### src/rtl/uart_pkg.sv
// Shared UART transmit definitions: frame geometry, idle line level, FSM states.
package uart_pkg;
  localparam int   OVERSAMPLE    = 16;
  localparam int   DATA_BITS     = 8;
  localparam logic TX_IDLE_LEVEL = 1'b1;

  typedef enum logic [1:0] {
    IDLE  = 2'd0,
    START = 2'd1,
    DATA  = 2'd2,
    STOP  = 2'd3
  } tx_state_e;
endpackage

### src/rtl/uart_tx_baud.sv
// Baud tick generator: one tick every (cfg_div+1) clocks, restartable by clr.
module uart_tx_baud (
  input  logic        clk,
  input  logic        rst_b,
  input  logic [15:0] cfg_div,
  input  logic        clr,
  output logic        baud_tick
);
  logic [15:0] cnt_q;

  assign baud_tick = (cnt_q == cfg_div);

  // Free-running divider; restarts on a frame load so the first bit is full length.
  always_ff @(posedge clk or negedge rst_b) begin
    if (!rst_b)                cnt_q <= '0;
    else if (clr || baud_tick) cnt_q <= '0;
    else                       cnt_q <= cnt_q + 16'd1;
  end
endmodule

### src/rtl/uart_tx.sv
// UART transmitter: 8N1/8N2, LSb first, 16x oversampled bit timing, one-byte holding register.
module uart_tx
  import uart_pkg::*;
(
  input  logic        clk,
  input  logic        rst_b,
  input  logic [15:0] cfg_div,
  input  logic        cfg_txen,
  input  logic        cfg_nstop,
  input  logic        tx_valid,
  output logic        tx_ready,
  input  logic [7:0]  tx_data,
  output logic        tx_busy,
  output logic        tx_done,
  output logic        uart_txd
);
  tx_state_e   state_q, state_d;
  logic [7:0]  hold_q, hold_d;
  logic        hold_full_q, hold_full_d;
  logic [7:0]  shift_q, shift_d;
  logic        txd_q, txd_d;
  logic [3:0]  tick_cnt_q, tick_cnt_d;
  logic [2:0]  data_cnt_q, data_cnt_d;
  logic        stop_cnt_q, stop_cnt_d;
  logic        nstop_q, nstop_d;

  logic baud_tick, bit_end, last_stop, load;

  uart_tx_baud u_baud (
    .clk       (clk),
    .rst_b     (rst_b),
    .cfg_div   (cfg_div),
    .clr       (load),
    .baud_tick (baud_tick)
  );

  assign tx_ready  = ~hold_full_q;
  assign tx_busy   = (state_q != IDLE);
  assign uart_txd  = txd_q;
  assign bit_end   = baud_tick && (tick_cnt_q == 4'(OVERSAMPLE - 1));
  assign last_stop = (stop_cnt_q == nstop_q);
  // A frame starts from IDLE, or straight out of the last stop bit for back-to-back bytes.
  assign load      = hold_full_q && cfg_txen &&
                     ((state_q == IDLE) || ((state_q == STOP) && bit_end && last_stop));

  // Next-state, datapath and tx_done pulse.
  always_comb begin
    state_d     = state_q;
    hold_d      = hold_q;
    hold_full_d = hold_full_q;
    shift_d     = shift_q;
    txd_d       = txd_q;
    tick_cnt_d  = (tx_busy && baud_tick) ? tick_cnt_q + 4'd1 : tick_cnt_q;
    data_cnt_d  = data_cnt_q;
    stop_cnt_d  = stop_cnt_q;
    nstop_d     = nstop_q;
    tx_done     = 1'b0;

    // Write only lands in an empty holding register; never a same-cycle refill on load.
    if (tx_valid && !hold_full_q) begin
      hold_d      = tx_data;
      hold_full_d = 1'b1;
    end

    case (state_q)
      IDLE: begin
        txd_d      = TX_IDLE_LEVEL;
        tick_cnt_d = '0;
      end
      START: begin
        if (bit_end) begin
          state_d    = DATA;
          txd_d      = shift_q[0];
          data_cnt_d = '0;
        end
      end
      DATA: begin
        if (bit_end) begin
          data_cnt_d = data_cnt_q + 3'd1;
          if (data_cnt_q == 3'(DATA_BITS - 1)) begin
            state_d    = STOP;
            txd_d      = TX_IDLE_LEVEL;
            stop_cnt_d = 1'b0;
            nstop_d    = cfg_nstop;
          end else begin
            shift_d = shift_q >> 1;
            txd_d   = shift_q[1];
          end
        end
      end
      STOP: begin
        if (bit_end) begin
          if (last_stop) begin
            tx_done = 1'b1;
            state_d = IDLE;
          end else begin
            stop_cnt_d = stop_cnt_q + 1'b1;
          end
        end
      end
      default: state_d = IDLE;
    endcase

    if (load) begin
      state_d     = START;
      shift_d     = hold_q;
      hold_full_d = 1'b0;
      txd_d       = ~TX_IDLE_LEVEL;
      tick_cnt_d  = '0;
      data_cnt_d  = '0;
    end
  end

  // State and datapath registers; reset drops any frame and queued byte.
  always_ff @(posedge clk or negedge rst_b) begin
    if (!rst_b) begin
      state_q     <= IDLE;
      hold_q      <= '0;
      hold_full_q <= 1'b0;
      shift_q     <= '0;
      txd_q       <= TX_IDLE_LEVEL;
      tick_cnt_q  <= '0;
      data_cnt_q  <= '0;
      stop_cnt_q  <= 1'b0;
      nstop_q     <= 1'b0;
    end else begin
      state_q     <= state_d;
      hold_q      <= hold_d;
      hold_full_q <= hold_full_d;
      shift_q     <= shift_d;
      txd_q       <= txd_d;
      tick_cnt_q  <= tick_cnt_d;
      data_cnt_q  <= data_cnt_d;
      stop_cnt_q  <= stop_cnt_d;
      nstop_q     <= nstop_d;
    end
  end
endmodule

### config.mk
export PLATFORM = sky130hd
export DESIGN_NAME = uart_tx
export DESIGN_NICKNAME = d
export VERILOG_FILES = /design/src/rtl/uart_pkg.sv /design/src/rtl/uart_tx_baud.sv /design/src/rtl/uart_tx.sv
export SDC_FILE = /design/constraint.sdc
export NUM_CORES = 1
export LEC_CHECK = 0
export CORE_ASPECT_RATIO = 0.7
export CORE_MARGIN = 8
export CORE_UTILIZATION = 59
export DETAILED_ROUTE_END_ITERATION = 8
export PLACE_DENSITY = 0.85
export SYNTH_ARGS = -nofsm -noshare
export SYNTH_HDL_FRONTEND = slang
export SYNTH_SLANG_ARGS = --single-unit
export TNS_END_PERCENT = 100
### constraint.sdc
create_clock -name clk -period 6.85 [get_ports clk]
set_clock_uncertainty 0.2 [all_clocks]
set_input_delay 1.37 -clock clk [delete_from_list [all_inputs] [get_ports clk]]
set_output_delay 1.37 -clock clk [all_outputs]
set_load 0.03 [all_outputs]
==> flow_summary_export.csv <==
group,metric,value,unit
yosys,yosys_warnings,0,
power_and_ir_drop,powerDensity,185.3,nW/um2
timing,rsz0062_at_grt,"no",
cts,cts_setup_buffers,0,
setup_path,end_kind,"output port",
detailed_routing,wl_per_cell,15.45,um
layout,syn_to_final_growth,18.65,%
yosys,synth.distinct_cells,36,
layout,multi_input_area,1217,um2
timing,slew_viol_final,0,
setup_path,cpMaxStageDelayCell,"clkdlybuf4s50_1",
timing,slew_headroom,35.34,%
detailed_routing,viasPerCell,5.585,
die,die-height,69.31,um
grt,gr-total-overflow,0,
layout,layout_common_cells,"dfrtp_1, clkdlybuf4s50_1, xor2_1, nor2_1, nand2_1",
flow_run,drv_cap,0,
power_and_ir_drop,finalPower,526.6,uW
detailed_routing,routed_wirelength,4.837,mm
setup_path,crit_path_start_kind,"input pin",
detailed_routing,via_count,1748,
timing,worstMarginPinSlew,969.9,ps
setup_path,crit_family,"simple AND/OR/NAND/NOR gates",
setup_path,r2r_slack,4150,ps
layout,layout_commonest_cell,"dfrtp_1",
place,routabilityCongestion,0.8507,
timing,hold_viol,0,
die,start_util,61.42,%
min_path,hold_path_class,"reg2reg",
yosys,async_flop_share,100.0,%
power_and_ir_drop,p_leak,1.275,nW
place,dpl.hpwl,3.630,mm
place,numPortBuffers,32,
detailed_routing,firstDrtPassIters,4,
power_and_ir_drop,vdd_drop_max,137.7,uV
timing,min_period_over_period,78.68,%
setup_path,cp_cell_sequence,"clkdlybuf4s50_1 -> xor2_1 -> nor4_2 -> nand4_4 -> nor2_4 -> and2_1 -> clkdlybuf4s50_1",
cts,cts_tree,"built",
layout,layout.nets,298,
detailed_routing,drtIter0Drc,102,
cts,cts_root_buf,"clkbuf_8",
yosys,ys.flop_type,"dfrtp_1",
detailed_routing,detail_route.drc_violations,0,
detailed_routing,dr.max_layer_used,"met4",
detailed_routing,route.met2.wl,2.162,mm
yosys,avgSynthCellArea,10.60,um2
setup_path,path_buf_inv,2,
layout,layout-drive-gt1-share,9.962,%
detailed_routing,ant_nets,0,
layout,fill_cells,306,
timing,setup_violations,0,
yosys,synth_edf_count,0,
yosys,syn_inst,226,
setup_path,cp_data_arrival_time,3820,ps
die,die_width,92.15,um
die,core_area,3899,um2
yosys,synth.ff_latch_count,45,
yosys,yosysSeqAreaShare,47.07,%
yosys,synth_fp_nets,264,
cts,cts_max_level,2,
layout,insertedDiodeCount,0,
setup_path,worstSetupPathType,"in2out",
grt,grt_first_pass_wirelength,8.362,mm
grt,track_usage,16.13,%
die,core.rowCount,19,
detailed_routing,wl_met1,2.331,mm
setup_path,cp.required,5280,ps
cts,clk_pin_slew_worst_paths,90,ps
setup_path,worst_path_most_repeated_cell,"clkdlybuf4s50_1",
cts,clockBufferDepth,2,
grt,grt_max_degree,46,
die,pin_count,33,
timing,tns,0,ps
cts,cts-resized-gates,0,
cts,clock_sinks,45,
cts,ctsHoldBuffers,0,
detailed_routing,wl_met3,283,um
yosys,netlist_area,2395,um2
cts,numCtsBuffers,5,
timing,fin_crit,5389,ps
grt,grt_pass1_vias,1683,
cts,clk_latency,300,ps
setup_path,critPathMaxStageDelay,660,ps
status,status,"complete, no violations",
grt,antenna_found_initial,0,
setup_path,cp_max_fo,15,
die,die_area,6386,um2
timing,fmax,185.5,MHz
layout,regArea,1127,um2
[sequential cells by signal, summed over array words and instances, names as in the netlist]
name          count
tick_cnt_q        4
u_baud.cnt_q     16
hold_q            8
nstop_q           1
shift_q           8
uart_txd          1
hold_full_q       1
stop_cnt_q        1
data_cnt_q        3
state_q           2
[cell type report]
cell class / count / share of cell area, %
clock buffer: 5 / 2.422
clock inverter: 3 / 0.7486
inverter: 7 / 0.9247
multi-input combinational: 169 / 42.84
sequential: 45 / 39.67
tap: 52 / 2.290
timing repair buffer: 32 / 11.10
[routing by layer]
metal,global-route usage (%),vias to the layer above
met5,0,-
li1,-,853
met3,4.108,9
met4,5.338,0
met2,22.63,42
met1,23.35,844
[worst paths after layout]
check	start	endpoint	depth (start not counted)
min	hold_q[3]	shift_q[3]	2
min in group asynchronous	rst_b	u_baud.cnt_q[11]	1
max reg2reg	u_baud.cnt_q[5]	shift_q[7]	5
max	cfg_div[15]	tx_done	7
max in group asynchronous	rst_b	stop_cnt_q	1
min reg2reg	hold_q[3]	shift_q[3]	2
[cell families after synthesis]
logic type	count (synthesis)	share of synthesized area, %
AND/OR/NAND/NOR	79	17.82
flip-flops	45	47.07
AO/OA/AOI/OAI	33	9.353
XOR/XNOR	30	10.97
multiplexers	18	7.994
buffers and inverters	12	2.090
adder cells (fa/ha/maj)	9	4.702
[cells in the mapped netlist (2+ instances only)]
cell type	instances	area (um2)
a21oi_1	6	30.03
and2_1	3	18.77
and3_1	7	43.79
buf_2	4	20.02
dfrtp_1	44	1101
ha_1	9	112.6
inv_1	7	26.28
mux2_2	8	90.09
mux2i_1	9	90.09
nand2_1	20	75.07
nand2b_1	2	12.51
nand3_1	12	60.06
nor2_1	23	86.33
nor4_2	4	50.05
o2111a_1	2	22.52
o21ai_0	5	25.02
o21ai_1	8	40.04
o31ai_1	4	30.03
or3_1	4	25.02
xnor2_1	7	61.31
xor2_1	23	201.4
[worst register-to-register path: stages (launching register included)]
cell and delay [ps]:
dfrtp_1 450, xor2_1 190, nor4_2 390, nand4_4 320
o31ai_4 850, o21ai_1 170
[through the flow]
| step | util [%] | instances | setup WS, ps | instance area, um2 | hold slack [ps] |
|---|---|---|---|---|---|
| after global routing | 72.88 | 313 | 1309 | 2841 | 328.5 |
| after floorplan | - | 226 | 2632 | 2395 | 251.7 |
| after detailed placement | 70.57 | 305 | 1460 | 2751 | 268.7 |
| final | 72.88 | 313 | 1461 | 2841 | 282.6 |
| after global placement | 70.57 | 305 | 1504 | 2751 | 265.7 |
| after CTS | 72.88 | 313 | 1440 | 2841 | 289.5 |
[power by group]
| part | total, mW | internal [mW] | switching, mW |
|---|---|---|---|
| clock network | 0.165 | 0.0724 | 0.0927 |
| registers | 0.302 | 0.282 | 0.0202 |
| logic | 0.0593 | 0.0349 | 0.0245 |
| total | 0.527 | 0.389 | 0.137 |
Power figures use the tool's default switching activity.
